`src/rtl/calc_seq_core_if.sv`:
```
`default_nettype none
// +----------------------------------------------------------------------------+
// | Module      : calc_seq_core_if                                             |
// | Description : Operand/result handshake bundle for calc_seq_core. The       |
// |               master side presents operands and consumes results; the      |
// |               slave side is the calculator core.                           |
// | Revision    : 1.0  initial release                                         |
// +----------------------------------------------------------------------------+
interface calc_seq_core_if #(
  parameter int WIDTH = 32
) ();

  // Request side
  logic               in_valid;
  logic               in_ready;
  logic [WIDTH-1:0]   a;
  logic [WIDTH-1:0]   b;
  logic [1:0]         op;

  // Response side
  logic               out_valid;
  logic               out_ready;
  logic [2*WIDTH-1:0] result;
  logic               div_zero;

  // Status
  logic               busy;

  modport master (
    output in_valid,
    output a,
    output b,
    output op,
    output out_ready,
    input  in_ready,
    input  out_valid,
    input  result,
    input  div_zero,
    input  busy
  );

  modport slave (
    input  in_valid,
    input  a,
    input  b,
    input  op,
    input  out_ready,
    output in_ready,
    output out_valid,
    output result,
    output div_zero,
    output busy
  );

endinterface
`default_nettype wire

```
`src/rtl/calc_seq_core.sv`:
```
`default_nettype none
// +----------------------------------------------------------------------------+
// | Module      : calc_seq_core                                                |
// | Description : Multi-cycle integer calculator. add/sub finish in one EXEC   |
// |               cycle; mul (shift-add) and div (restoring) retire one bit    |
// |               per cycle for WIDTH cycles. Result is 2*WIDTH bits wide.     |
// |               Optional macro CALC_SIGNED_EN: mul/div operate on two's      |
// |               complement operands via magnitudes plus one sign-fix cycle.  |
// | Revision    : 1.0  initial release                                         |
// +----------------------------------------------------------------------------+
module calc_seq_core #(
  parameter int WIDTH = 32,
  parameter int CNT_W = $clog2(WIDTH) + 1   // derived; leave at default
) (
  input  wire logic      clk,
  input  wire logic      rst,
  calc_seq_core_if.slave bus
);

  localparam int W2 = 2 * WIDTH;

  localparam logic [1:0] OP_ADD = 2'b00;
  localparam logic [1:0] OP_SUB = 2'b01;
  localparam logic [1:0] OP_MUL = 2'b10;
  localparam logic [1:0] OP_DIV = 2'b11;

  localparam logic [1:0] S_IDLE = 2'd0;
  localparam logic [1:0] S_EXEC = 2'd1;
  localparam logic [1:0] S_DONE = 2'd2;
`ifdef CALC_SIGNED_EN
  localparam logic [1:0] S_SIGN = 2'd3;
`endif

  // Control state
  logic [1:0]       state_q, state_d;
  logic [1:0]       op_q, op_d;
  logic [CNT_W-1:0] cnt_q, cnt_d;

  // Datapath: opnd holds the multiplicand / divisor / add-sub "a";
  // acc holds {hi, lo} = {partial product, multiplier} or {remainder, quotient}.
  logic [WIDTH-1:0] opnd_q, opnd_d;
  logic [W2-1:0]    acc_q, acc_d;
  logic             dz_q, dz_d;          // divide-by-zero seen at accept

  // Visible result registers, hold their value after the handoff
  logic [W2-1:0]    result_q, result_d;
  logic             div_zero_q, div_zero_d;

`ifdef CALC_SIGNED_EN
  logic             neg_a_q, neg_a_d;
  logic             neg_b_q, neg_b_d;
  logic [WIDTH-1:0] fix_quot;
  logic [WIDTH-1:0] fix_rem;
  logic [W2-1:0]    fix_res;
`endif

  logic             accept;
  logic             cnt_zero;
  logic             op_iter;
  logic [WIDTH-1:0] ld_a;
  logic [WIDTH-1:0] ld_b;
  logic [W2-1:0]    addsub_res;
  logic [WIDTH:0]   mul_sum;
  logic [W2-1:0]    mul_next;
  logic [WIDTH:0]   div_shift;
  logic [WIDTH:0]   div_trial;
  logic [WIDTH-1:0] div_rem;
  logic [W2-1:0]    div_next;
  logic [W2-1:0]    step_next;

  assign accept   = (state_q == S_IDLE) && bus.in_valid;
  assign cnt_zero = (cnt_q == '0);
  assign op_iter  = (bus.op == OP_MUL) || (bus.op == OP_DIV);

  // Operand conditioning at accept: magnitudes for signed mul/div, raw otherwise
  always_comb begin
    ld_a = bus.a;
    ld_b = bus.b;
`ifdef CALC_SIGNED_EN
    if (op_iter) begin
      if (bus.a[WIDTH-1]) ld_a = -bus.a;
      if (bus.b[WIDTH-1]) ld_b = -bus.b;
    end
`else
`endif
  end

  // One iteration of each arithmetic unit, evaluated from the current registers
  always_comb begin
    // add/sub on zero-extended operands; sub wraps modulo 2^(2*WIDTH)
    if (op_q == OP_ADD) begin
      addsub_res = {{WIDTH{1'b0}}, opnd_q} + {{WIDTH{1'b0}}, acc_q[WIDTH-1:0]};
    end else begin
      addsub_res = {{WIDTH{1'b0}}, opnd_q} - {{WIDTH{1'b0}}, acc_q[WIDTH-1:0]};
    end

    // shift-add: conditionally add multiplicand to upper half, shift right one
    mul_sum  = {1'b0, acc_q[W2-1:WIDTH]} + (acc_q[0] ? {1'b0, opnd_q} : {(WIDTH+1){1'b0}});
    mul_next = {mul_sum, acc_q[WIDTH-1:1]};

    // restoring divide: shift next dividend bit into remainder, trial-subtract;
    // the trial's top bit is the borrow (remainder < divisor)
    div_shift = {acc_q[W2-1:WIDTH], acc_q[WIDTH-1]};
    div_trial = div_shift - {1'b0, opnd_q};
    div_rem   = div_trial[WIDTH] ? div_shift[WIDTH-1:0] : div_trial[WIDTH-1:0];
    div_next  = {div_rem, acc_q[WIDTH-2:0], ~div_trial[WIDTH]};

    step_next = (op_q == OP_DIV) ? div_next : mul_next;
  end

`ifdef CALC_SIGNED_EN
  // Sign restoration of the magnitude result (quotient left at all ones on /0)
  always_comb begin
    fix_quot = acc_q[WIDTH-1:0];
    fix_rem  = acc_q[W2-1:WIDTH];
    if ((neg_a_q ^ neg_b_q) && !dz_q) fix_quot = -acc_q[WIDTH-1:0];
    if (neg_a_q)                      fix_rem  = -acc_q[W2-1:WIDTH];
    if (op_q == OP_DIV) begin
      fix_res = {fix_rem, fix_quot};
    end else begin
      fix_res = (neg_a_q ^ neg_b_q) ? -acc_q : acc_q;
    end
  end
`else
`endif

  // Datapath next-state: load at accept, iterate in EXEC, publish result on completion
  always_comb begin
    op_d       = op_q;
    opnd_d     = opnd_q;
    acc_d      = acc_q;
    cnt_d      = cnt_q;
    dz_d       = dz_q;
    result_d   = result_q;
    div_zero_d = div_zero_q;
`ifdef CALC_SIGNED_EN
    neg_a_d    = neg_a_q;
    neg_b_d    = neg_b_q;
`endif

    if (accept) begin
      op_d = bus.op;
      dz_d = (bus.op == OP_DIV) && (bus.b == '0);
      // divide keeps the divisor in opnd and the dividend in acc; others the reverse
      if (bus.op == OP_DIV) begin
        opnd_d = ld_b;
        acc_d  = {{WIDTH{1'b0}}, ld_a};
      end else begin
        opnd_d = ld_a;
        acc_d  = {{WIDTH{1'b0}}, ld_b};
      end
      cnt_d = op_iter ? CNT_W'(WIDTH - 1) : '0;
`ifdef CALC_SIGNED_EN
      neg_a_d = bus.a[WIDTH-1];
      neg_b_d = bus.b[WIDTH-1];
`endif
    end else if (state_q == S_EXEC) begin
      if (!cnt_zero) cnt_d = cnt_q - CNT_W'(1);
      if ((op_q == OP_ADD) || (op_q == OP_SUB)) begin
        result_d   = addsub_res;
        div_zero_d = 1'b0;
      end else begin
        acc_d = step_next;
`ifdef CALC_SIGNED_EN
        // result is published after the sign-fix cycle
`else
        if (cnt_zero) begin
          result_d   = step_next;
          div_zero_d = dz_q;
        end
`endif
      end
    end
`ifdef CALC_SIGNED_EN
    else if (state_q == S_SIGN) begin
      result_d   = fix_res;
      div_zero_d = dz_q;
    end
`endif
  end

  // FSM state register
  always_ff @(posedge clk or posedge rst) begin
    if (rst) begin
      state_q <= S_IDLE;
    end else begin
      state_q <= state_d;
    end
  end

  // FSM next-state: IDLE -> EXEC -> [SIGN ->] DONE -> IDLE
  always_comb begin
    state_d = state_q;
    case (state_q)
      S_IDLE: if (bus.in_valid) state_d = S_EXEC;
      S_EXEC: begin
        if (cnt_zero) begin
`ifdef CALC_SIGNED_EN
          state_d = ((op_q == OP_MUL) || (op_q == OP_DIV)) ? S_SIGN : S_DONE;
`else
          state_d = S_DONE;
`endif
        end
      end
      S_DONE: if (bus.out_ready) state_d = S_IDLE;
`ifdef CALC_SIGNED_EN
      default: state_d = S_DONE;   // S_SIGN lasts exactly one cycle
`else
      default: state_d = S_IDLE;   // unreachable encoding, recover to idle
`endif
    endcase
  end

  // FSM outputs: handshake flags decoded from state, result from its register
  always_comb begin
    bus.in_ready  = (state_q == S_IDLE);
    bus.busy      = (state_q != S_IDLE);
    bus.out_valid = (state_q == S_DONE);
    bus.result    = result_q;
    bus.div_zero  = div_zero_q;
  end

  // Datapath registers
  always_ff @(posedge clk or posedge rst) begin
    if (rst) begin
      op_q       <= OP_ADD;
      opnd_q     <= '0;
      acc_q      <= '0;
      cnt_q      <= '0;
      dz_q       <= 1'b0;
      result_q   <= '0;
      div_zero_q <= 1'b0;
`ifdef CALC_SIGNED_EN
      neg_a_q    <= 1'b0;
      neg_b_q    <= 1'b0;
`endif
    end else begin
      op_q       <= op_d;
      opnd_q     <= opnd_d;
      acc_q      <= acc_d;
      cnt_q      <= cnt_d;
      dz_q       <= dz_d;
      result_q   <= result_d;
      div_zero_q <= div_zero_d;
`ifdef CALC_SIGNED_EN
      neg_a_q    <= neg_a_d;
      neg_b_q    <= neg_b_d;
`endif
    end
  end

endmodule
`default_nettype wire

```
`src/flat_wrapper.sv`:
```
// flat-port wrapper written by rule: the top's interface ports become plain ports
module calc_seq_core_flat 
#(
  parameter int WIDTH = 32,
  parameter int CNT_W = $clog2(WIDTH) + 1                               
)
  (clk, rst, bus_in_valid, bus_a, bus_b, bus_op, bus_out_ready, bus_in_ready, bus_out_valid, bus_result, bus_div_zero, bus_busy);
  calc_seq_core_if #(.WIDTH(WIDTH)) bus_i ();
  input  wire logic clk;
  input  wire logic rst;
  input wire logic [$bits(bus_i.in_valid)-1:0] bus_in_valid;
  input wire logic [$bits(bus_i.a)-1:0] bus_a;
  input wire logic [$bits(bus_i.b)-1:0] bus_b;
  input wire logic [$bits(bus_i.op)-1:0] bus_op;
  input wire logic [$bits(bus_i.out_ready)-1:0] bus_out_ready;
  output wire logic [$bits(bus_i.in_ready)-1:0] bus_in_ready;
  output wire logic [$bits(bus_i.out_valid)-1:0] bus_out_valid;
  output wire logic [$bits(bus_i.result)-1:0] bus_result;
  output wire logic [$bits(bus_i.div_zero)-1:0] bus_div_zero;
  output wire logic [$bits(bus_i.busy)-1:0] bus_busy;
  assign bus_i.in_valid = bus_in_valid;
  assign bus_i.a = bus_a;
  assign bus_i.b = bus_b;
  assign bus_i.op = bus_op;
  assign bus_i.out_ready = bus_out_ready;
  assign bus_in_ready = bus_i.in_ready;
  assign bus_out_valid = bus_i.out_valid;
  assign bus_result = bus_i.result;
  assign bus_div_zero = bus_i.div_zero;
  assign bus_busy = bus_i.busy;
  calc_seq_core #(.WIDTH(WIDTH), .CNT_W(CNT_W)) u_core (.clk(clk), .rst(rst), .bus(bus_i));
endmodule
```
`config.mk`:
```
export PLATFORM = sky130hd
export DESIGN_NAME = calc_seq_core_flat
export DESIGN_NICKNAME = d
export VERILOG_FILES = /design/src/rtl/calc_seq_core_if.sv /design/src/rtl/calc_seq_core.sv /design/src/flat_wrapper.sv
export SDC_FILE = /design/constraint.sdc
export NUM_CORES = 1
export LEC_CHECK = 0
export BUFFER_PORTS_ARGS = -buffer_cell sky130_fd_sc_hd__clkbuf_2
export CAP_MARGIN = 20
export CORE_UTILIZATION = 60
export CTS_CLUSTER_DIAMETER = 80
export DETAILED_ROUTE_END_ITERATION = 16
export HOLD_SLACK_MARGIN = 0.15
export MAX_ROUTING_LAYER = met4
export PLACE_DENSITY = 0.89
export SLEW_MARGIN = 20
export SYNTH_ARGS = -nofsm -noshare
export SYNTH_HDL_FRONTEND = slang
export SYNTH_SLANG_ARGS = --single-unit
```
`constraint.sdc`:
```
create_clock -name clk -period 9.9 [get_ports clk]
set_clock_uncertainty 0.2 [all_clocks]
set_input_delay 0.99 -clock clk [delete_from_list [all_inputs] [get_ports clk]]
set_output_delay 0.99 -clock clk [all_outputs]
set_load 0.05 [all_outputs]
```
== Word level (Yosys, flattened, before mapping) ==
Cells that the tools add are included.

* Add/subtract/negate cells: 5
* $mul: 0
* Div/mod/pow operators: 0
* Order comparisons: 0
* Eq/ne operators: 11
* Shift-type cells: 0
* Mux-type cells: 21
* Bitwise logic cells: 2
* Reductions and logical operators: 15

{| class="wikitable"
|+ Operator list
! cell !! number
|-
| 64-bit 2-to-1 mux || 7
|-
| 32-bit 2-to-1 mux || 4
|-
| 32-bit by 32-bit adder with 33-bit output || 1
|-
| 32-bit by 33-bit adder with 33-bit output || 1
|-
| 32-bit by 32-bit subtractor with 33-bit output || 1
|-
| 33-bit by 32-bit subtractor with 33-bit output || 1
|-
| 32-bit logical NOT || 1
|-
| 6-bit 2-to-1 mux || 3
|-
| 2-bit == test, second input constant || 4
|-
| 6-bit logical NOT || 1
|-
| 2-bit 2-to-1 mux || 3
|-
| 2-bit by 1-bit != test with 1-bit output, second input constant || 3
|-
| 2-bit case mux with 3 select lines || 1
|-
| 3-bit AND reduction || 2
|-
| 2-bit nonzero test || 3
|-
| 6-bit by 1-bit subtractor with 6-bit output, second input constant || 1
|-
| 5-bit 2-to-1 mux || 1
|-
| 2-bit by 1-bit == test with 1-bit output, second input constant || 2
|-
| 2-bit logical NOT || 2
|-
| 2-bit != test, second input constant || 2
|-
| 2-bit AND reduction || 2
|-
| 1-bit logical AND || 2
|-
| 1-bit logical OR || 2
|-
| 1-bit 2-to-1 mux || 2
|-
| 1-bit NOT || 2
|}

* Bits in registers: 172
* Latch bits: 0
* Bits in writable memories: 0
* Bits in read-only memories: 0
* Input bits: 70
* Output and inout bits: 68
* Logic and storage cells: 62
* Memories: 0

== Logic depth before layout (Yosys ltp) ==
Gate-level depths: netlist (run 1).

* Depth after elaboration: 6
* Depth in mapped cells: 15
* Depth with buffers taken out: 13

== Worst setup path after synthesis (run 1) ==
No wires, ideal clock.

* Path type: register to register
* From: register u_core.acc_q[0]
* To: register u_core.acc_q[55]
* Setup time: 0.122 ns
* Arrival: 3.209 ns
* Required time: 9.578 ns
* Path slack: 6.369 ns
* Stages on the path, launching flop included: 14
* Path buffers: 0
* Clock period less this slack: 3.531 ns
* Cells stage by stage: dfrtp_1 > ha_1 > ha_1 > fa_1 > a211o_1 > a21oi_1 > o21bai_1 > a211oi_1 > nor2_1 > a221o_1 > a21oi_1 > xor2_1 > nand2_1 > a32o_1

* Word-level cells in the longest chain between the ends: 6

{| class="wikitable"
|+ RTL lines
! item !! line !! source
|-
| start, declared || calc_seq_core.sv:42 || <nowiki>logic [W2-1:0] acc_q, acc_d;</nowiki>
|-
| start signal, assigned || calc_seq_core.sv:228 || <nowiki>acc_q <= '0;</nowiki>
|-
| start signal, assigned || calc_seq_core.sv:240 || <nowiki>acc_q <= acc_d;</nowiki>
|-
| 32-bit 2-to-1 mux || calc_seq_core.sv:98 || <nowiki>mul_sum = {1'b0, acc_q[W2-1:WIDTH]} + (acc_q[0] ? {1'b0, opnd_q} : {(WIDTH+1){1'b0}});</nowiki>
|-
| 32-bit by 33-bit adder with 33-bit output || calc_seq_core.sv:98 ||
|-
| 64-bit 2-to-1 mux || calc_seq_core.sv:108 || <nowiki>step_next = (op_q == OP_DIV) ? div_next : mul_next;</nowiki>
|-
| 64-bit 2-to-1 mux || calc_seq_core.sv:159 || <nowiki>if ((op_q == OP_ADD) || (op_q == OP_SUB)) begin</nowiki>
|-
| 64-bit 2-to-1 mux || calc_seq_core.sv:157 || <nowiki>end else if (state_q == S_EXEC) begin</nowiki>
|-
| 64-bit 2-to-1 mux || calc_seq_core.sv:141 || <nowiki>if (accept) begin</nowiki>
|}

No other way between the ends. The select of a mux whose other input is x is not followed.
A chain may end at the register's enable or synchronous reset.

== Worst setup path in the final report (run 1) ==
Same ends and word-level chain as after synthesis.

==> results.json, run 1 <==
{
  "layout.cells.most_common": "nand2_1",
  "setup_total_negative_slack_ps": 0,
  "grt_overflow": 0,
  "grt_first_pass_wirelength_um": 82900,
  "initial_core_util": 0.617,
  "async_reset_ff_frac": 1.00,
  "period_share": 0.475,
  "gp_congestion": 0.972,
  "post-route-drc-count": 0,
  "r2r-end": "u_core.acc_q[55]",
  "cts.sinks": 172,
  "grt_antenna_before_repair": 0,
  "setup.reg_to_reg.worst_slack_ps": 5190,
  "cp_capture_type": "flip-flop",
  "grt_setup_unrepaired": "false",
  "synth.yosys.warnings": 0,
  "hpwlAfterDp_um": 38700,
  "post_synth_inst_count": 2002,
  "fmax_mhz": 212,
  "setup.worst_path.end": "u_core.acc_q[55]",
  "clk_transition_reported_paths_ps": 80,
  "worst_ep_required_time_ps": 10030,
  "run_status": "finished clean",
  "detail_route.vias_per_cell": 6.58,
  "floorplan.die_area_um2": 26700,
  "yosys.area.top_type_share": 0.276,
  "layout.filler_cells": 2103,
  "share_of_synthesized_area_occupied_by_flip_flops_and_latches": 0.276,
  "synth-seq-cells": 172,
  "cts_post_setup_buffers_inserted": 0,
  "areaGrowthSynthToFinish_pct": 9.17,
  "layout-drive-gt1-share": 0.117,
  "num-nets-final": 2266,
  "ctsLongestPathBuffers": 2,
  "drt_first_pass_iters": 5,
  "hold_path_class": "reg -> reg",
  "utilization_of_the_core_after_routing": 0.673,
  "cts.repair.resized": 0,
  "synth.net_count": 2206,
  "placement.io_buffers": 137,
  "route.vias.total": 15800,
  "synth.area.top_cells": "dfrtp_1, ha_1, a21oi_1",
  "synthDominantAreaCellType": "dfrtp_1",
  "clk_root_buffer_cell": "clkbuf_16",
  "layout_common_cells": "nand2_1, nor2_1, a21oi_1, dfrtp_1, clkbuf_2",
  "grtUsageTotal": 0.416,
  "launching_instance_or_port_of_the_critical_path": "u_core.acc_q[0]",
  "cts-buffers-inserted": 17,
  "max_slew.worst_pin.slew_ps": 1080,
  "critPathArrivalTime_ps": 4830,
  "htree_levels": 4,
  "dieWidth_um": 163,
  "via_count_of_the_first_global_routing_pass": 15300,
  "synth_top_flop_cell": "dfrtp_1",
  "antennaDiodeCount": 0,
  "detailedRoute.firstIterationViolations": 1561,
  "tritoncts_clock_tree": "done",
  "pin_count_of_the_biggest_net_entering_global_routing": 112,
  "postSynthAreaPerCell_um2": 7.80,
  "wl_per_cell_um": 22.4,
  "timing_max_transition_violations_final": 0,
  "crit_path_max_fanout": 32,
  "max_cap_viol_count": 0,
  "coreArea_um2": 25300,
  "route.antenna.remaining_nets": 0,
  "rows": 58,
  "synth-edff-count": 0,
  "finalHoldViolCount": 0,
  "dieHeight_um": 163,
  "timing.max_slew.rel_slack": 0.277,
  "r2r_start": "u_core.acc_q[0]",
  "final.hold.worst_slack_ps": 282,
  "design.portCount": 138,
  "worst-r2r-cell-count": 13,
  "minimum_clock_period_after_layout_ps": 4710,
  "clock_insertion_delay_worst_skew_ps": 460,
  "syn-cell-area_um2": 15600,
  "wirelength_um": 53800,
  "setup_viol_count_final": 0,
  "critical_path.startpoint_type": "flip-flop",
  "yosysUniqueCellTypes": 82,
  "dp_slack_ps": 5280,
  "setup.worst_path.class": "reg -> reg",
  "post_cts_hold_buffer_count": 0,
  "timing.final.ws_setup_ps": 5190
}
## how the worst min path moves through the flow
stage	from	endpoint	slack, ps	cells past startpoint
2_1_floorplan	u_core.dz_q	u_core.dz_q	240	2
3_3_place_gp	u_core.bus.result[0]	u_core.bus.result[0]	260	2
3_5_place_dp	u_core.bus.result[0]	u_core.bus.result[0]	270	2
4_1_cts	u_core.bus.result[0]	u_core.bus.result[0]	290	2
5_1_grt	u_core.bus.result[19]	u_core.bus.result[19]	310	2
6_report	u_core.bus.result[0]	u_core.bus.result[0]	280	2
## worst max-delay path, stage by stage, from the launching register on
cell and delay (ps):
dfrtp_1 430, inv_1 790, nor2_1 200, fa_1 490
a211o_1 370, a21oi_1 160, o21bai_1 190, a211oi_1 490
nor2_1 170, a221o_1 350, a21oi_1 180, xor2_1 160
nand2_1 90, a32o_1 310
## cell usage after synthesis, types with 6 or more instances
cell	number
a21o_1	42
o221ai_1	16
xnor2_1	60
ha_1	130
dfrtp_1	172
nand4_1	19
a221o_1	10
nor2_1	215
nor4_1	18
a21oi_1	200
inv_1	116
nor2b_1	19
a22o_1	16
xor2_1	25
o21a_1	18
o211ai_1	10
a211oi_1	18
or3_1	10
o31a_1	7
nor3_1	29
buf_1	9
or2_2	7
o31ai_1	14
o21bai_1	17
clkbuf_1	94
nand2b_1	14
mux2i_1	81
a211o_1	6
o21ai_0	122
nand2_1	258
a31oi_1	61
nand3_1	23
buf_2	10
mux2_2	7
and3_1	12
and2_1	6
## kinds of logic after synthesis
group / synth area share
muxes: 0.0584
AOI/OAI and AO/OA: 0.267
adders and majority gates: 0.109
DFF: 0.276
and+or+nand+nor: 0.183
buffers and inverters: 0.0592
xor gates and xnor gates: 0.0477
## sequential cells by signal, indices dropped and copies added, names as in the netlist
signal               cells
u_core.state_q           2
u_core.dz_q              1
u_core.bus.div_zero      1
u_core.op_q              2
u_core.cnt_q             6
u_core.opnd_q           32
u_core.acc_q            64
u_core.bus.result       64
## final cells by class
| type | count | area (µm²) | area share |
|---|---|---|---|
| Clock buffer | 17 | 425 | 0.0250 |
| Clock inverter | 15 | 168 | 0.00983 |
| Inverter | 116 | 440 | 0.0258 |
| Multi-Input combinational cell | 1596 | 10400 | 0.612 |
| Sequential cell | 172 | 4300 | 0.252 |
| Tap cell | 330 | 413 | 0.0242 |
| Timing Repair Buffer | 159 | 871 | 0.0511 |
## stage by stage
| step | std cells | area, µm² |
|---|---|---|
| 5_1_grt | 2405 | 17000 |
| 3_3_place_gp | 2372 | 16400 |
| 4_1_cts | 2404 | 17000 |
| 2_1_floorplan | 2002 | 15600 |
| 3_5_place_dp | 2372 | 16400 |
| 6_report | 2405 | 17000 |
## per-layer routing
| metal | share of wire | global-route usage |
|---|---|---|
| met1 | 0.41 | 0.519 |
| met2 | 0.47 | 0.666 |
| met3 | 0.080 | 0.0612 |
| met4 | 0.046 | 0.189 |
| met5 | 0 | - |
Power of run 1 is not shown: default switching activity piles up to over one toggle a cycle in this logic, so the estimate is an artifact.
==> run 2: changes to the inputs <==
Settings changed: CORE_UTILIZATION 60 to 56, PLACE_DENSITY 0.89 to 0.88.
Clock period 9.9 ns to 4.21 ns, I/O delays scaled along.
==> run 2 against run 1 <==
- via count increased by 4.8%
- sequential share of layout area decreased by 1.4 points
- critical path depth decreased by 1
- fmax grew 18%
- wire length increased by 5.0%
- cell count is 5.7% higher
==> results.json, run 2 (same netlist as run 1, synthesis figures left out) <==
{
  "run_status": "finished clean",
  "clk_transition_reported_paths_ps": 80,
  "grt_antenna_before_repair": 0,
  "wl_per_cell_um": 22.2,
  "placement.io_buffers": 137,
  "worst_ep_required_time_ps": 4320,
  "grtUsageTotal": 0.411,
  "rows": 60,
  "finalHoldViolCount": 0,
  "coreArea_um2": 27200,
  "grt_overflow": 0,
  "dieHeight_um": 169,
  "pin_count_of_the_biggest_net_entering_global_routing": 173,
  "critical_path.max_stage_delay_ps": 530,
  "timing_max_transition_violations_final": 0,
  "hold_path_class": "in -> reg",
  "tritoncts_clock_tree": "done",
  "cts.sinks": 172,
  "critPathArrivalTime_ps": 4080,
  "worst-r2r-cell-count": 12,
  "design.portCount": 138,
  "hpwlAfterDp_um": 40100,
  "cts-buffers-inserted": 17,
  "wirelength_um": 56500,
  "layout_common_cells": "nand2_1, nor2_1, a21oi_1, dfrtp_1, clkbuf_2",
  "post-route-drc-count": 0,
  "grt_first_pass_wirelength_um": 88500,
  "cp_common_cell": "a31oi_1",
  "clock_insertion_delay_worst_skew_ps": 450,
  "clk_root_buffer_cell": "clkbuf_16",
  "crit_chain": "inv_1, ha_1, nor2b_1, o31a_1, o21ai_1, o31ai_2, a31oi_1, nor4_2, nor3_1, xnor2_1, a31oi_1, a311oi_1",
  "route.antenna.remaining_nets": 0,
  "period_share": 0.944,
  "detailedRoute.firstIterationViolations": 1879,
  "ctsLongestPathBuffers": 2,
  "max_cap_viol_count": 0,
  "layout-drive-gt1-share": 0.122,
  "crit_path_max_fanout": 5,
  "fmax_mhz": 252,
  "gp_congestion": 0.977,
  "max_slew.worst_pin.slew_ps": 1100,
  "setup.worst_path.class": "reg -> reg",
  "detail_route.vias_per_cell": 6.52,
  "setup_viol_count_final": 0,
  "minimum_clock_period_after_layout_ps": 3970,
  "cell_with_the_biggest_individual_delay_on_the_critical_path": "o31ai_2",
  "antennaDiodeCount": 0,
  "route.vias.total": 16600,
  "setup_total_negative_slack_ps": 0,
  "floorplan.die_area_um2": 28600,
  "timing.max_slew.rel_slack": 0.264,
  "worst_hold_path.num_cells": 3,
  "areaGrowthSynthToFinish_pct": 15.3,
  "num-nets-final": 2362,
  "critical_path.startpoint_type": "flip-flop",
  "cp_capture_type": "flip-flop",
  "drt_first_pass_iters": 6,
  "initial_core_util": 0.575,
  "layout.cells.most_common": "nand2_1",
  "dieWidth_um": 169,
  "via_count_of_the_first_global_routing_pass": 16200,
  "htree_levels": 4,
  "grt_setup_unrepaired": "false"
}
[run 2: worst paths after layout]
| kind | startpoint | slack (ps) | to |
|---|---|---|---|
| max | u_core.opnd_q[1] | 240 | u_core.bus.result[59] |
| min | bus_a[16] | 160 | u_core.acc_q[16] |
| max reg2reg | u_core.opnd_q[1] | 240 | u_core.bus.result[59] |
| min reg2reg | u_core.bus.result[6] | 280 | u_core.bus.result[6] |
| max in group asynchronous | rst | 2380 | u_core.bus.result[31] |
| min in group asynchronous | rst | 540 | u_core.bus.result[40] |
[run 2: critical path, delay by kind of cell (launching register included)]
kind | cells | cell delay [ps]
adder cells (fa/ha/maj) | 1 | 300
XOR/XNOR | 1 | 140
buffers and inverters | 1 | 170
AND/OR/NAND/NOR | 3 | 810
flip-flops | 1 | 450
AO/OA/AOI/OAI | 6 | 1750
[run 2: metal layers]
layer  share of wire  wire length [µm]  GRT usage  up-vias
met3           0.085              4790     0.0622      209
met1            0.40             22300      0.507     7899
met4           0.053              3010      0.219        0
met2            0.47             26400      0.652      982
met5               0                 0          -        -
li1                -                 -          -     7486
[run 2: what timing repair did]
action                                 4_1_cts  5_1_grt
setup buffers                                0        0
endpoints found under the hold margin      113        0
hold buffers                                71        0
resized for setup                            0        0
[run 2: area by class of cell]
cell class / instances / area [µm²]
multi-input cells: 1596 / 10400
fillers: 2317 / 9160
flip-flops and latches: 172 / 4300
repair buffers: 255 / 1790
well taps: 372 / 465
clock buffers: 20 / 457
inverters: 116 / 439
clock inverters: 11 / 134
[run 2: stage by stage]
step,setup WS [ps],utilization,hold WS [ps],instances,cell area [µm²]
after floorplan,679,-,243,2002,15600
after global placement,398,0.615,259,2440,16700
after detailed placement,350,0.615,276,2440,16700
after CTS,318,0.663,152,2542,18000
after global routing,50.6,0.663,162,2542,18000
final,237,0.663,158,2542,18000
Power of run 2 is left out for the same reason.
==> run 3: changes to the inputs <==
Settings changed: CORE_MARGIN set to 5, CTS_CLUSTER_DIAMETER 80 to 150.
==> run 3 against run 2 <==
- design area up 0.34%
- wire length up 1.5%
- utilization down 0.86 points
- sequential cell count unchanged
- non-clock buffer count up 6
- worst setup slack worse by 8.8 ps
- first-iteration DRC count up 1.0%
- worst hold slack better by 6.3 ps
- sequential share of layout area down 0.081 points
- global-route usage down 3.9 points
- via count up 0.33%
- clock-buffer cell count down 2
==> results.json, run 3 (same netlist as run 1, synthesis figures left out) <==
{
  "layout.cells.most_common": "nand2_1",
  "post-route-drc-count": 0,
  "setup.worst_path.end": "u_core.bus.result[51]",
  "critical_path.startpoint_type": "flip-flop",
  "num-nets-final": 2368,
  "gp_congestion": 0.998,
  "dieHeight_um": 177,
  "grt_setup_unrepaired": "false",
  "minimum_clock_period_after_layout_ps": 3980,
  "layout.filler_cells": 2322,
  "layout-drive-gt1-share": 0.125,
  "detail_route.vias_per_cell": 6.51,
  "seqCellArea_um2": 4300,
  "antennaDiodeCount": 0,
  "max_cap_viol_count": 0,
  "grt_first_pass_wirelength_um": 90100,
  "placed_standard_cell_area_um2": 16800,
  "areaGrowthSynthToFinish_pct": 15.7,
  "detailedRoute.firstIterationViolations": 1898,
  "initial_core_util": 0.565,
  "setup_viol_count_final": 0,
  "pin_count_of_the_biggest_net_entering_global_routing": 68,
  "design.portCount": 138,
  "max_slew.worst_pin.slew_ps": 954,
  "drt_first_pass_iters": 5,
  "via_count_of_the_first_global_routing_pass": 16400,
  "htree_levels": 4,
  "grt_antenna_before_repair": 0,
  "hpwlAfterDp_um": 41600,
  "critPathArrivalTime_ps": 4100,
  "r2r-end": "u_core.bus.result[51]",
  "clk_transition_reported_paths_ps": 80,
  "placement.io_buffers": 137,
  "worst_ep_required_time_ps": 4330,
  "crit_path_max_fanout": 12,
  "clk_root_buffer_cell": "clkbuf_16",
  "cts-buffers-inserted": 17,
  "run_status": "finished clean",
  "worst-r2r-cell-count": 12,
  "layout.cell_area.non_filler_um2": 18100,
  "period_share": 0.946,
  "coreArea_um2": 27600,
  "utilization_of_the_core_after_routing": 0.654,
  "setup_total_negative_slack_ps": 0,
  "multi_input_area_um2": 10400,
  "cts.sinks": 172,
  "r2r_start": "u_core.opnd_q[0]",
  "timing_max_transition_violations_final": 0,
  "launching_instance_or_port_of_the_critical_path": "u_core.opnd_q[0]",
  "rows": 61,
  "tritoncts_clock_tree": "done",
  "grtUsageTotal": 0.373,
  "layout_common_cells": "nand2_1, nor2_1, a21oi_1, dfrtp_1, clkbuf_2",
  "clock_insertion_delay_worst_skew_ps": 450,
  "floorplan.die_area_um2": 31300,
  "finalHoldViolCount": 0,
  "route.antenna.remaining_nets": 0,
  "fmax_mhz": 251,
  "hold_path_class": "in -> reg",
  "cp_capture_type": "flip-flop",
  "timing.max_slew.rel_slack": 0.362,
  "grt_overflow": 0,
  "setup.worst_path.class": "reg -> reg",
  "wirelength_um": 57300,
  "dieWidth_um": 177,
  "wl_per_cell_um": 22.4,
  "route.vias.total": 16600,
  "ctsLongestPathBuffers": 2,
  "setup.reg_to_reg.worst_slack_ps": 230
}
==> run 3: cell count changes in the layout (fill, tap and decap cells not counted), sizes merged <==
| cell | before | now |
|---|---|---|
| buf | 47 | 53 |
| bufinv | 2 | 1 |
| clkbuf | 157 | 155 |
| clkinv | 2 | 4 |
| clkinvlp | 5 | 4 |
| inv | 118 | 121 |
==> run 3: final cells by class <==
type | count | area share
Multi-Input combinational cell | 1596 | 0.577
Sequential cell | 172 | 0.238
Timing Repair Buffer | 261 | 0.102
Tap cell | 378 | 0.0262
Inverter | 116 | 0.0243
Clock buffer | 18 | 0.0237
Clock inverter | 14 | 0.00872
==> run 3: worst max-delay path: stages, from the launching register on <==
cell and delay (ps):
dfrtp_1 420, ha_1 240, fa_1 410, nand2b_1 200, a21oi_1 270, o21ai_1 220, o21a_1 300, o21a_1 250
o211ai_4 380, buf_4 300, mux2i_1 280, nor2_1 80, o31a_1 300
==> run 3: worst min path at each step <==
stage | from | to | slack, ps | cells after the start
floorplan | u_core.dz_q | u_core.dz_q | 240 | 2
global placement | u_core.bus.result[5] | u_core.bus.result[5] | 270 | 2
detailed placement | u_core.bus.result[7] | u_core.bus.result[7] | 270 | 2
CTS | bus_b[1] | u_core.acc_q[1] | 160 | 3
global route | bus_b[1] | u_core.acc_q[1] | 160 | 3
finish | bus_b[1] | u_core.acc_q[1] | 160 | 3
==> run 3: what timing repair did <==
action	in CTS	in global routing
endpoints found under the setup margin	0	1
buffers inserted	0	0
hold buffers	71	0
resized for setup	0	1
endpoints found under the hold margin	82	0
==> run 3: metal layers <==
metal  vias up  part of all wire  wire length [µm]  GRT usage
met2       985              0.46             26500      0.582
met4         0             0.053              3060      0.174
met1      7943              0.40             23100      0.483
li1       7484                 -                 -          -
met3       218             0.081              4630     0.0511
met5         -                 0                 0          -
==> run 3: through the flow <==
stage | hold slack [ps] | instances | setup slack [ps]
5_1_grt | 162 | 2555 | 60.0
3_5_place_dp | 273 | 2452 | 288
4_1_cts | 156 | 2555 | 243
3_3_place_gp | 267 | 2452 | 357
6_report | 164 | 2555 | 229
2_1_floorplan | 243 | 2002 | 679
Power of run 3 is left out for the same reason.
